## config.mk

```make
export PLATFORM = sky130hd
export DESIGN_NAME = sort_stream_host
export DESIGN_NICKNAME = d
export VERILOG_FILES = /design/src/rtl/sort_stream_host.sv
export SDC_FILE = /design/constraint.sdc
export NUM_CORES = 1
export LEC_CHECK = 0
export ABC_AREA = 0
export ABC_CLOCK_PERIOD_IN_PS = 1900
export CAP_MARGIN = 20
export CORE_MARGIN = 3
export CORE_UTILIZATION = 45
export DETAILED_ROUTE_END_ITERATION = 12
export GPL_TIMING_DRIVEN = 0
export PLACE_DENSITY_LB_ADDON = 0.25
export SLEW_MARGIN = 20
export SYNTH_ARGS = -nofsm -noshare
export SYNTH_HDL_FRONTEND = slang
export SYNTH_SLANG_ARGS = --single-unit
export TNS_END_PERCENT = 10
```

## constraint.sdc

```tcl
create_clock -name clk -period 1.9 [get_ports clk]
set_input_delay 0.38 -clock clk [delete_from_list [all_inputs] [get_ports clk]]
set_output_delay 0.38 -clock clk [all_outputs]
set_load 0.02 [all_outputs]
```

## src/rtl/sort_stream_host.sv

```systemverilog
// sort_stream_host: host-side initiator for a parallel start/done sort engine.
// Gathers N words from an upstream valid/ready stream, fires a one-cycle
// start, waits for done under a watchdog, then replays the sorted frame
// downstream one word at a time with a last marker. One frame in flight.
module sort_stream_host #(
   parameter int N       = 6,
   parameter int WIDTH   = 8,
   parameter int TIMEOUT = 64
) (
   input  logic             clk,
   input  logic             rst_n,
   input  logic             in_valid,
   output logic             in_ready,
   input  logic [WIDTH-1:0] in_data,
   output logic             sort_start,
   output logic [WIDTH-1:0] sort_data [N],
   input  logic             sort_done,
   input  logic [WIDTH-1:0] sort_result [N],
   output logic             out_valid,
   input  logic             out_ready,
   output logic [WIDTH-1:0] out_data,
   output logic             out_last,
   output logic             busy,
   output logic             error
);

   localparam int CNT_W = $clog2(N);
   localparam int WD_W  = $clog2(TIMEOUT + 1);
   localparam logic [CNT_W-1:0] LAST_IDX = CNT_W'(N - 1);
   localparam logic [WD_W-1:0]  WD_MAX   = WD_W'(TIMEOUT);

   typedef enum logic [1:0] {
      ST_LOAD,
      ST_START,
      ST_WAIT,
      ST_DRAIN
   } state_t;

   state_t           state_q, state_d;
   logic [CNT_W-1:0] load_cnt_q, load_cnt_d;
   logic [CNT_W-1:0] drain_cnt_q, drain_cnt_d;
   logic [WD_W-1:0]  wdog_q, wdog_d;
   logic [WIDTH-1:0] frame_q [N];
   logic [WIDTH-1:0] frame_d [N];
   logic [WIDTH-1:0] result_q [N];
   logic [WIDTH-1:0] result_d [N];

   // The engine sees the frame register directly; it only changes in LOAD.
   assign sort_data = frame_q;

   // State, counters, frame and result registers with async active-low reset.
   always_ff @(posedge clk or negedge rst_n) begin
      if (!rst_n) begin
         state_q     <= ST_LOAD;
         load_cnt_q  <= '0;
         drain_cnt_q <= '0;
         wdog_q      <= '0;
         frame_q     <= '{default: '0};
         result_q    <= '{default: '0};
      end else begin
         state_q     <= state_d;
         load_cnt_q  <= load_cnt_d;
         drain_cnt_q <= drain_cnt_d;
         wdog_q      <= wdog_d;
         frame_q     <= frame_d;
         result_q    <= result_d;
      end
   end

   // Next-state logic and outputs; everything decoded from the current state.
   always_comb begin
      state_d     = state_q;
      load_cnt_d  = load_cnt_q;
      drain_cnt_d = drain_cnt_q;
      wdog_d      = wdog_q;
      frame_d     = frame_q;
      result_d    = result_q;
      in_ready    = 1'b0;
      sort_start  = 1'b0;
      out_valid   = 1'b0;
      out_data    = '0;
      out_last    = 1'b0;
      busy        = 1'b1;
      error       = 1'b0;

      case (state_q)
         ST_LOAD: begin
            busy     = 1'b0;
            in_ready = rst_n;
            if (in_valid) begin
               frame_d[load_cnt_q] = in_data;
               if (load_cnt_q == LAST_IDX) begin
                  load_cnt_d = '0;
                  state_d    = ST_START;
               end else begin
                  load_cnt_d = load_cnt_q + CNT_W'(1);
               end
            end
         end
         ST_START: begin
            sort_start = 1'b1;
            state_d    = ST_WAIT;
         end
         ST_WAIT: begin
            if (sort_done) begin
               result_d = sort_result;
               wdog_d   = '0;
               state_d  = ST_DRAIN;
            end else if (wdog_q == WD_MAX) begin
               error   = 1'b1;
               wdog_d  = '0;
               state_d = ST_LOAD;
            end else begin
               wdog_d = wdog_q + WD_W'(1);
            end
         end
         ST_DRAIN: begin
            out_valid = 1'b1;
            out_data  = result_q[drain_cnt_q];
            out_last  = (drain_cnt_q == LAST_IDX);
            if (out_ready) begin
               if (drain_cnt_q == LAST_IDX) begin
                  drain_cnt_d = '0;
                  state_d     = ST_LOAD;
               end else begin
                  drain_cnt_d = drain_cnt_q + CNT_W'(1);
               end
            end
         end
         default: begin
            state_d = ST_LOAD;
         end
      endcase
   end

endmodule
```

==> impl_results.md <==
- Outcome: complete, but fails checks
- Violations in the final reports: negative setup slack
- CTS tree: built
- P per Cell Area: 1670 nW/um^2
- Final Setup Violations: 9
- Hold depth: 3
- Max_cap viols: 0
- Psw: between 3000 and 4000 uW
- First-pass GRT wire length: 18.1 mm
- Final Cycle Share: 110%
- Sequential Power Share: 37.8%
- Core footprint: approximately 10000 um^2
- Initial antenna violation count: 0
- Root buffer cell: clkbuf_8
- Antenna Cells: 0
- Nets: 533
- Top post-synthesis cells by count: 111 x dfrtp_1, 96 x mux2_2, 12 x nand2_1
- Vias: 3220
- Synthesis Warnings: 0
- Sw frac: 35.1%
- Setup ws final: -0.199 ns
- Post-synth ARST share: 100%
- Post-layout instance area: 6620 um^2
- Dominant cells by area after synthesis: dfrtp_1 57%, mux2_2 22%, mux4_2 3.7%, mux2i_1 2.1%, o22ai_1 1.0%
- Die Width: 110 um
- CP Class: reg -> out
- I/O Buffers: 122
- Num rows: 37
- EDFF count, synth: 0
- Vias per cell: around 5.3
- Fmax: 476 MHz
- Syn avg cell area: roughly 15 um^2
- Fin util: 63.6%
- CTS Sinks: roughly 110
- CP arrival: ~1.7 ns
- Worst-path clk slew: 0.10 ns
- Placed cell area: about 6300 um^2
- Slew Limit Fails: 0
- Initial Util: 46.5%
- Pleak: 0.00292 uW
- Area growth, synth to finish: 36.8%
- Vias in the first global route: 3442
- Htree depth: 3
- Routability cong.: between 0.8 and 0.9
- Final WL: 11.3 mm
- R2R setup slack: 0.12 ns
- Layout cell share with drive strength beyond 1: 38.1%
- Max-slew headroom: slightly above 60%
- Critical Path Fanout Max: 5
- Share of the synthesized area in the top cell type: 57.4%
- Logic gate share of total power: between 40 and 50%
- Dominant synthesized flop cell: dfrtp_1
- Hold crit path type: in -> reg
- DRT antenna net count: 0
- Pre-antenna DRT Iters: 4
- DP Worst Slack: -0.501 ns
- Seq cells post-synth: 111
- Pin count of the biggest net entering global routing: 72
- Crit start category: register
- Clk buf depth: 2
- Clk_lat worst skew: approximately 0.35 ns
- Distinct cells, synth: 42
- I/O pin count: 123
- Die ar.: 12000 um^2
- Clk pwr share: around 15%
- DRC violations left: 0
- Dpl hpwl: between 8 and 9 mm
- Drt first-iter violations: 119
- Post-synth top area cell: dfrtp_1
- Critical Path Sink Type: output port
- Die H: 110 um
- Syn Inst Count: 333
- Fillers: ~830
- Critical path, cell by cell: buf_8 > mux4_2 > inv_2 > o22ai_2 > buf_6
- Setup Skew: 0.0138 ns
- Register area share after synthesis: 57.4%
- Final min period: 2.10 ns
- Hold Vio Cnt, Final: 0
- GRT Util Overall: 19.9%
- Syn_nets: roughly 400
- Internal Power: just over 7000 uW
- Crit path max-delay cell type: mux4_2
- Critical path's largest stage delay: about 0.5 ns
- Routed len/inst: 18.5 um
- Synthesized area: around 4800 um^2
- GRT overflow: 0
- CTS Buf Count: 9
- Slew at the pin with the worst max-slew slack: 0.569 ns
- Unrepaired setup endpoints after global routing: true
- Critical Path RT: 1.52 ns
- Count leader, synth: dfrtp_1
- R2R depth: 3
- VDD IR max: 1060 uV
-- area by class of cell --
cell class                 instances  area [um^2]  area share (%)
timing repair buffer             126         1270            19.2
buffer                            13         95.1            1.44
clock buffer                       9          124            1.87
sequential                       111         2780            42.0
inverter                          12         45.0           0.680
multi-input combinational        197         2030            30.7
clock inverter                     5          106            1.61
tap                              136          170            2.57
-- per-layer routing --
layer / global-route usage (%) / share of wire (%) / vias to the layer above / wire (um)
li1: - / - / 1473 / -
met1: 26.9 / 44 / 1661 / 4920
met2: 32.4 / 51 / 80 / 5750
met3: 4.58 / 4.6 / 6 / 524
met4: 5.43 / 0.85 / 0 / 96
met5: 0 / 0 / - / 0
-- metrics by stage --
stage | total power (uW) | TNS, ns | cells | hold slack [ns]
floorplan | 7020 | 0 | 333 | 0.0844
global placement | 9040 | -440.32 | 591 | 0.472
detailed placement | 9220 | -20.64 | 592 | 0.321
CTS | 11100 | -1.90 | 610 | 0.503
global route | 11700 | -2.39 | 609 | 0.387
finish | 11100 | -1.57 | 609 | 0.370
-- power by group through the flow --
stage,clock network (uW),logic [uW],registers [uW]
final,1630,5260,4190
after global routing,1770,5610,4340
after CTS,1680,5220,4170
after detailed placement,0,5050,4170
after global placement,0,4950,4090
after floorplan,0,2390,4630
-- state kept, by name, indices dropped and copies added, names as in the netlist --
signal / flops
result_q: 48
sort_data: 48
wdog_q: 7
drain_cnt_q: 3
load_cnt_q: 3
state_q: 2
-- critical path: cells and delay by family (launching register included) --
kind | cells | cell delay [ns]
buffers and inverters | 3 | 0.38
AO/OA/AOI/OAI | 1 | 0.08
flip-flops | 1 | 0.41
multiplexers | 1 | 0.50
-- placed cells by master, fill, tap and decap left out, types with 7 or more instances in the layout --
| cell type | instances |
|---|---|
| mux2_2 | 95 |
| clkdlybuf4s50_1 | 106 |
| nand2_1 | 10 |
| buf_6 | 7 |
| clkbuf_8 | 9 |
| o21ai_0 | 7 |
| inv_2 | 8 |
| mux4_2 | 8 |
| dfrtp_1 | 107 |
| mux2i_1 | 9 |
-- path summary, 6_finish.rpt --
check                                       endpoint                        from
max                                      out_data[0]  drain_cnt_q[0]$_DFFE_PN0P_
min reg2reg                sort_data[10]$_DFFE_PN0P_   sort_data[10]$_DFFE_PN0P_
max reg2reg                 sort_data[9]$_DFFE_PN0P_   load_cnt_q[1]$_DFFE_PN0P_
max in group asynchronous   result_q[38]$_DFFE_PN0P_                       rst_n
min in group asynchronous  sort_data[19]$_DFFE_PN0P_                       rst_n
min                        load_cnt_q[0]$_DFFE_PN0P_                    in_valid
-- logic make-up after synthesis --
logic type / after synthesis / synth area share [%]
adder cells (fa/ha/maj): 2 / 0.517
AND/OR/NAND/NOR: 51 / 7.31
AO/OA/AOI/OAI: 26 / 3.59
flip-flops: 111 / 57.4
buffers and inverters: 25 / 2.27
multiplexers: 116 / 28.6
XOR/XNOR: 2 / 0.362
-- timing repair --
item,in CTS,in global routing
gates resized for setup,81,25
cloned,1,0
pin swaps,1,2
buffers inserted,1,0
hold buffers,2,0
endpoints found under the hold margin,40,0
endpoints found under the setup margin,14,36
Power figures use the tool's default switching activity.
